### src/rtl/exe_mem_reg.sv
// EXE/MEM pipeline register with architectural flags, retired counter and sticky control-error bit.
// One-cycle latency; priority rst > flush > freeze > capture, freeze holds every register.
module exe_mem_reg #(
  parameter int CNT_W = 16
) (
  input  logic             clk,
  input  logic             rst,
  input  logic             freeze,
  input  logic             flush,
  input  logic             in_valid,
  input  logic             wb_en_in,
  input  logic             mem_r_en_in,
  input  logic             mem_w_en_in,
  input  logic             s_in,
  input  logic [31:0]      alu_res_in,
  input  logic [31:0]      st_val_in,
  input  logic [3:0]       dest_in,
  input  logic [3:0]       flags_in,
  output logic             valid_out,
  output logic             wb_en,
  output logic             mem_r_en,
  output logic             mem_w_en,
  output logic [31:0]      alu_res,
  output logic [31:0]      st_val,
  output logic [3:0]       dest,
  output logic [3:0]       status,
  output logic [CNT_W-1:0] retired,
  output logic             ctrl_err
);

  logic             valid_q, valid_d;
  logic             wb_en_q, wb_en_d;
  logic             mem_r_en_q, mem_r_en_d;
  logic             mem_w_en_q, mem_w_en_d;
  logic [31:0]      alu_res_q, alu_res_d;
  logic [31:0]      st_val_q, st_val_d;
  logic [3:0]       dest_q, dest_d;
  logic [3:0]       status_q, status_d;
  logic [CNT_W-1:0] retired_q, retired_d;
  logic             ctrl_err_q, ctrl_err_d;

  logic capture;
  assign capture = !flush && !freeze;

  always_comb begin
    valid_d    = valid_q;
    wb_en_d    = wb_en_q;
    mem_r_en_d = mem_r_en_q;
    mem_w_en_d = mem_w_en_q;
    alu_res_d  = alu_res_q;
    st_val_d   = st_val_q;
    dest_d     = dest_q;
    status_d   = status_q;
    retired_d  = retired_q;
    ctrl_err_d = ctrl_err_q;

    if (flush) begin
      // Bubble: kill the slot's side effects but keep the data fields as they were.
      valid_d    = 1'b0;
      wb_en_d    = 1'b0;
      mem_r_en_d = 1'b0;
      mem_w_en_d = 1'b0;
    end else if (capture) begin
      valid_d    = in_valid;
      wb_en_d    = in_valid & wb_en_in;
      mem_r_en_d = in_valid & mem_r_en_in;
      mem_w_en_d = in_valid & mem_w_en_in;
      alu_res_d  = alu_res_in;
      st_val_d   = st_val_in;
      dest_d     = dest_in;
      if (in_valid) begin
        retired_d = retired_q + {{(CNT_W-1){1'b0}}, 1'b1};
        if (s_in) begin
          status_d = flags_in;
        end
        if (mem_r_en_in && mem_w_en_in) begin
          ctrl_err_d = 1'b1;
        end
      end
    end
  end

  always_ff @(posedge clk) begin
    if (rst) begin
      valid_q    <= 1'b0;
      wb_en_q    <= 1'b0;
      mem_r_en_q <= 1'b0;
      mem_w_en_q <= 1'b0;
      alu_res_q  <= '0;
      st_val_q   <= '0;
      dest_q     <= '0;
      status_q   <= '0;
      retired_q  <= '0;
      ctrl_err_q <= 1'b0;
    end else begin
      valid_q    <= valid_d;
      wb_en_q    <= wb_en_d;
      mem_r_en_q <= mem_r_en_d;
      mem_w_en_q <= mem_w_en_d;
      alu_res_q  <= alu_res_d;
      st_val_q   <= st_val_d;
      dest_q     <= dest_d;
      status_q   <= status_d;
      retired_q  <= retired_d;
      ctrl_err_q <= ctrl_err_d;
    end
  end

  assign valid_out = valid_q;
  assign wb_en     = wb_en_q;
  assign mem_r_en  = mem_r_en_q;
  assign mem_w_en  = mem_w_en_q;
  assign alu_res   = alu_res_q;
  assign st_val    = st_val_q;
  assign dest      = dest_q;
  assign status    = status_q;
  assign retired   = retired_q;
  assign ctrl_err  = ctrl_err_q;

endmodule

### config.mk
export PLATFORM = sky130hd
export DESIGN_NAME = exe_mem_reg
export DESIGN_NICKNAME = d
export VERILOG_FILES = /design/src/rtl/exe_mem_reg.sv
export SDC_FILE = /design/constraint.sdc
export NUM_CORES = 1
export LEC_CHECK = 0
export ABC_AREA = 1
export ABC_CLOCK_PERIOD_IN_PS = 3460
export BUFFER_PORTS_ARGS = -buffer_cell sky130_fd_sc_hd__buf_2
export CAP_MARGIN = 0
export CORE_ASPECT_RATIO = 1.75
export CORE_MARGIN = 2
export CORE_UTILIZATION = 49
export DETAILED_ROUTE_END_ITERATION = 8
export PLACE_DENSITY = 0.86
export SKIP_CTS_REPAIR_TIMING = 1
export SLEW_MARGIN = 20
export SYNTH_ARGS = -nofsm -noshare
export SYNTH_HDL_FRONTEND = slang
export SYNTH_SLANG_ARGS = --single-unit
### constraint.sdc
create_clock -name clk -period 3.46 [get_ports clk]
set_input_delay 0 -clock clk [delete_from_list [all_inputs] [get_ports clk]]
set_output_delay 0 -clock clk [all_outputs]
set_load 0.03 [all_outputs]
==> metrics.txt <==
# TYPE chip_impl_metric gauge
chip_impl_info{name="run_status",value="complete, but fails checks"} 1
chip_impl_info{name="violated_checks",value="hold timing"} 1
chip_impl_info{name="worstSetupPathType",value="primary input to flop"} 1
chip_impl_info{name="library_cell_with_the_highest_instance_count_after_synthesis",value="sky130_fd_sc_hd__nor2_1"} 1
chip_impl_metric{name="clock-skew-final",unit="ns"} 0.00563
chip_impl_metric{name="regToRegSetupSlack",unit="ns"} 2.06
chip_impl_metric{name="die_area",unit="mm²"} 0.00779
chip_impl_metric{name="grt_overflow",unit=""} 0
chip_impl_metric{name="slew_headroom",unit=""} 0.488
chip_impl_metric{name="vdd_drop_max",unit="V"} 0.000405
chip_impl_metric{name="ys_seq_area_frac",unit=""} 0.537
chip_impl_info{name="rsz0062_at_grt",value="no"} 1
chip_impl_metric{name="core_area",unit="mm²"} 0.00686
chip_impl_metric{name="maximum_count_of_clock_buffers_along_a_single_path",unit=""} 2
chip_impl_metric{name="firstDrtPassIters",unit=""} 7
chip_impl_metric{name="hold_depth",unit=""} 3
chip_impl_metric{name="synth_enable_flop_cells",unit=""} 0
chip_impl_metric{name="postLayoutSetupSlackWorst",unit="ns"} 1.51
chip_impl_metric{name="grt_overall_usage",unit=""} 0.245
chip_impl_metric{name="timing_worst_slew_pin_value",unit="ns"} 0.767
chip_impl_metric{name="critical_path_required",unit="ns"} 3.68
chip_impl_metric{name="grt_pass1_vias",unit=""} 3527
chip_impl_info{name="yosys.area.top_type",value="sky130_fd_sc_hd__dfxtp_1"} 1
chip_impl_metric{name="finalSetupViolCount",unit=""} 0
chip_impl_metric{name="postRouteWirelength",unit="mm"} 12.2
chip_impl_metric{name="reg2reg_depth",unit=""} 8
chip_impl_metric{name="max-cap-violations",unit=""} 0
chip_impl_metric{name="seqPwrFrac",unit=""} 0.455
chip_impl_metric{name="design.final.nets",unit=""} 784
chip_impl_metric{name="avgSynthCellArea",unit="µm²"} 7.53
chip_impl_metric{name="intPower",unit="mW"} 1.86
chip_impl_metric{name="drc_errors",unit=""} 0
chip_impl_metric{name="routed_wl_per_cell",unit="µm"} 15.5
chip_impl_metric{name="netlist.area_leader.share",unit=""} 0.537
chip_impl_metric{name="wire_length_of_the_first_global_routing_pass",unit="mm"} 14.6
chip_impl_metric{name="standard_cell_row_count",unit=""} 40
chip_impl_metric{name="netlist_instances",unit=""} 460
chip_impl_metric{name="pwr-share-clk",unit=""} 0.384
chip_impl_metric{name="drt_iter0_markers",unit=""} 273
chip_impl_metric{name="htree_num_levels",unit=""} 3
chip_impl_metric{name="timing_hold_violations_final",unit=""} 1
chip_impl_metric{name="placement.io_buffers",unit=""} 173
chip_impl_metric{name="floorplan.initialDensity",unit=""} 0.505
chip_impl_info{name="start_kind",value="primary input"} 1
chip_impl_info{name="tritoncts_clock_tree",value="done"} 1
chip_impl_metric{name="clkLatencyLatePin",unit="ns"} 0.34
chip_impl_metric{name="synth.yosys.warnings",unit=""} 0
chip_impl_metric{name="post_route_cells_drive_above_1_share",unit=""} 0.280
chip_impl_metric{name="half_perimeter_wire_length_after_detailed_placement",unit="mm"} 6.54
chip_impl_metric{name="post-route-min-period",unit="ns"} 1.95
chip_impl_metric{name="final.hold.worst_slack",unit="ns"} -0.00986
chip_impl_info{name="yosys-top-cells-count",value="sky130_fd_sc_hd__nor2_1 (159), sky130_fd_sc_hd__dfxtp_1 (93), sky130_fd_sc_hd__o21ai_0 (67), sky130_fd_sc_hd__nand2_1 (49), sky130_fd_sc_hd__inv_1 (20)"} 1
chip_impl_metric{name="power.share.switching",unit=""} 0.269
chip_impl_metric{name="ys_seq_elements",unit=""} 93
chip_impl_metric{name="post_placement_cell_area",unit="mm²"} 0.00435
chip_impl_metric{name="synth-async-reset-ratio",unit=""} 0
chip_impl_metric{name="period_share",unit=""} 0.563
chip_impl_metric{name="final-max-slew-violation-count",unit=""} 0
chip_impl_metric{name="synth_cell_types",unit=""} 27
chip_impl_info{name="synthFlopType",value="sky130_fd_sc_hd__dfxtp_1"} 1
chip_impl_metric{name="power_per_cell_area",unit="mW/mm²"} 467
chip_impl_metric{name="pre_cts_slack",unit="ns"} 1.76
chip_impl_metric{name="clock-sinks",unit=""} 93
chip_impl_metric{name="initial_antenna_violation_count",unit=""} 1
chip_impl_info{name="synthTopCellsByArea",value="sky130_fd_sc_hd__dfxtp_1 (54%), sky130_fd_sc_hd__nor2_1 (17%), sky130_fd_sc_hd__o21ai_0 (9.7%), sky130_fd_sc_hd__nand2_1 (5.3%), sky130_fd_sc_hd__a21oi_1 (2.3%)"} 1
chip_impl_metric{name="fmax",unit="MHz"} 514
chip_impl_metric{name="postSynthNetCount",unit=""} 542
chip_impl_metric{name="combinationalPowerShare",unit=""} 0.161
chip_impl_metric{name="fp.dieW",unit="µm"} 67.6
chip_impl_metric{name="worst_setup_hold_path_clk_slew",unit="ns"} 0.06
chip_impl_metric{name="areaGrowthSynthToFinish",unit="%"} 57.2
chip_impl_metric{name="critPathMaxFanout",unit=""} 51
chip_impl_metric{name="final_antenna_net_count",unit=""} 0
chip_impl_metric{name="grt_max_degree",unit=""} 73
chip_impl_metric{name="vias",unit=""} 4136
chip_impl_metric{name="fin_setup_tns",unit="ns"} 0
chip_impl_metric{name="p_switching",unit="µW"} 684
chip_impl_info{name="cell_at_the_root_of_the_clock_tree",value="sky130_fd_sc_hd__clkbuf_16"} 1
chip_impl_info{name="holdCritPathClass",value="primary input to flop"} 1
chip_impl_metric{name="synthesis.area",unit="mm²"} 0.00346
chip_impl_metric{name="total_power",unit="mW"} 2.54
chip_impl_metric{name="cp_data_arrival_time",unit="ns"} 2.17
chip_impl_metric{name="cts-buffers-inserted",unit=""} 9
chip_impl_metric{name="dieHeight",unit="µm"} 115
chip_impl_info{name="worst_setup_path_end_kind",value="flop"} 1
chip_impl_metric{name="gp_congestion",unit=""} 0.817
chip_impl_metric{name="lkg_pwr",unit="nW"} 2.76
chip_impl_metric{name="ios",unit=""} 174
chip_impl_metric{name="vias_per_cell",unit=""} 5.22
chip_impl_metric{name="postLayoutCellArea",unit="mm²"} 0.00545
flip-flops by register name, indices dropped and copies added, names as in the netlist, 4 cells and up:
signal   cells
alu_res     32
st_val      32
retired     16
dest         4
status       4
path summary, 6_finish.rpt:
path / start / end
worst max-delay path: rst / dest[2]
worst min-delay path: s_in / status[3]
worst max register to register: retired[0] / retired[14]
worst min register to register: ctrl_err / ctrl_err
critical path, cell delays in order:
cell	delay, ns
sky130_fd_sc_hd__dlygate4sd3_1	0.52
sky130_fd_sc_hd__buf_2	0.23
sky130_fd_sc_hd__clkinv_1	0.59
sky130_fd_sc_hd__buf_4	0.51
sky130_fd_sc_hd__o21ai_0	0.18
sky130_fd_sc_hd__nor2_1	0.10
final cells by class:
cell class,count,area (µm²)
sequential,93,1860
tap,84,105
multi-input combinational,322,1420
timing repair buffer,255,1680
inverter,21,78.8
fill,436,1410
clock inverter,4,48.8
clock buffer,11,243
antenna,2,5.00
power groups by stage:
stage          sequential [mW]  clock (mW)  combinational, mW
4_1_cts                   1.15       0.976              0.326
3_3_place_gp              1.18           0              0.319
5_1_grt                   1.16        1.01              0.438
2_1_floorplan             1.28           0             0.0938
3_5_place_dp              1.18           0              0.325
6_report                  1.16       0.976              0.410
cell families (layout without fill, tap and decap cells):
group | Yosys count | in the layout | share of synthesized area
compound gates | 88 | 88 | 0.128
xor+xnor | 1 | 1 | 0.00253
fa+ha+maj | 1 | 1 | 0.00361
buf+inv | 45 | 291 | 0.0538
flops | 93 | 93 | 0.537
other cells | 0 | 2 | 0
simple gates | 232 | 232 | 0.274
cell usage in the layout, fill, tap and decap left out, types with 2 or more instances in the layout:
master	synthesis	layout
sky130_fd_sc_hd__inv_1	20	19
sky130_fd_sc_hd__a21oi_1	16	16
sky130_fd_sc_hd__o21ai_1	3	3
sky130_fd_sc_hd__dfxtp_1	93	93
sky130_fd_sc_hd__buf_4	0	2
sky130_fd_sc_hd__diode_2	0	2
sky130_fd_sc_hd__clkbuf_16	0	9
sky130_fd_sc_hd__nand2_1	49	49
sky130_fd_sc_hd__nand3_1	10	10
sky130_fd_sc_hd__dlygate4sd3_1	0	80
sky130_fd_sc_hd__nor2_4	2	2
sky130_fd_sc_hd__clkinv_2	0	2
sky130_fd_sc_hd__o21ai_0	67	67
sky130_fd_sc_hd__buf_2	7	173
sky130_fd_sc_hd__nand2_4	1	2
sky130_fd_sc_hd__nor3_1	4	4
sky130_fd_sc_hd__nor2_1	159	159
per-layer routing:
metal / global-route usage / routed length [µm]
met1: 0.245 / 4380
met2: 0.446 / 6520
met3: 0.0528 / 758
met4: 0.139 / 591
met5: 0 / 0
per-stage QoR:
stage | utilization | instances | hold WS, ns
floorplan | - | 460 | 0.135
global placement | 0.633 | 695 | 0.222
detailed placement | 0.634 | 695 | 0.229
CTS | 0.677 | 710 | -0.122
global route | 0.794 | 791 | 0.00259
finish | 0.794 | 792 | -0.00986
No activity file was read; power rests on OpenSTA's default activity.
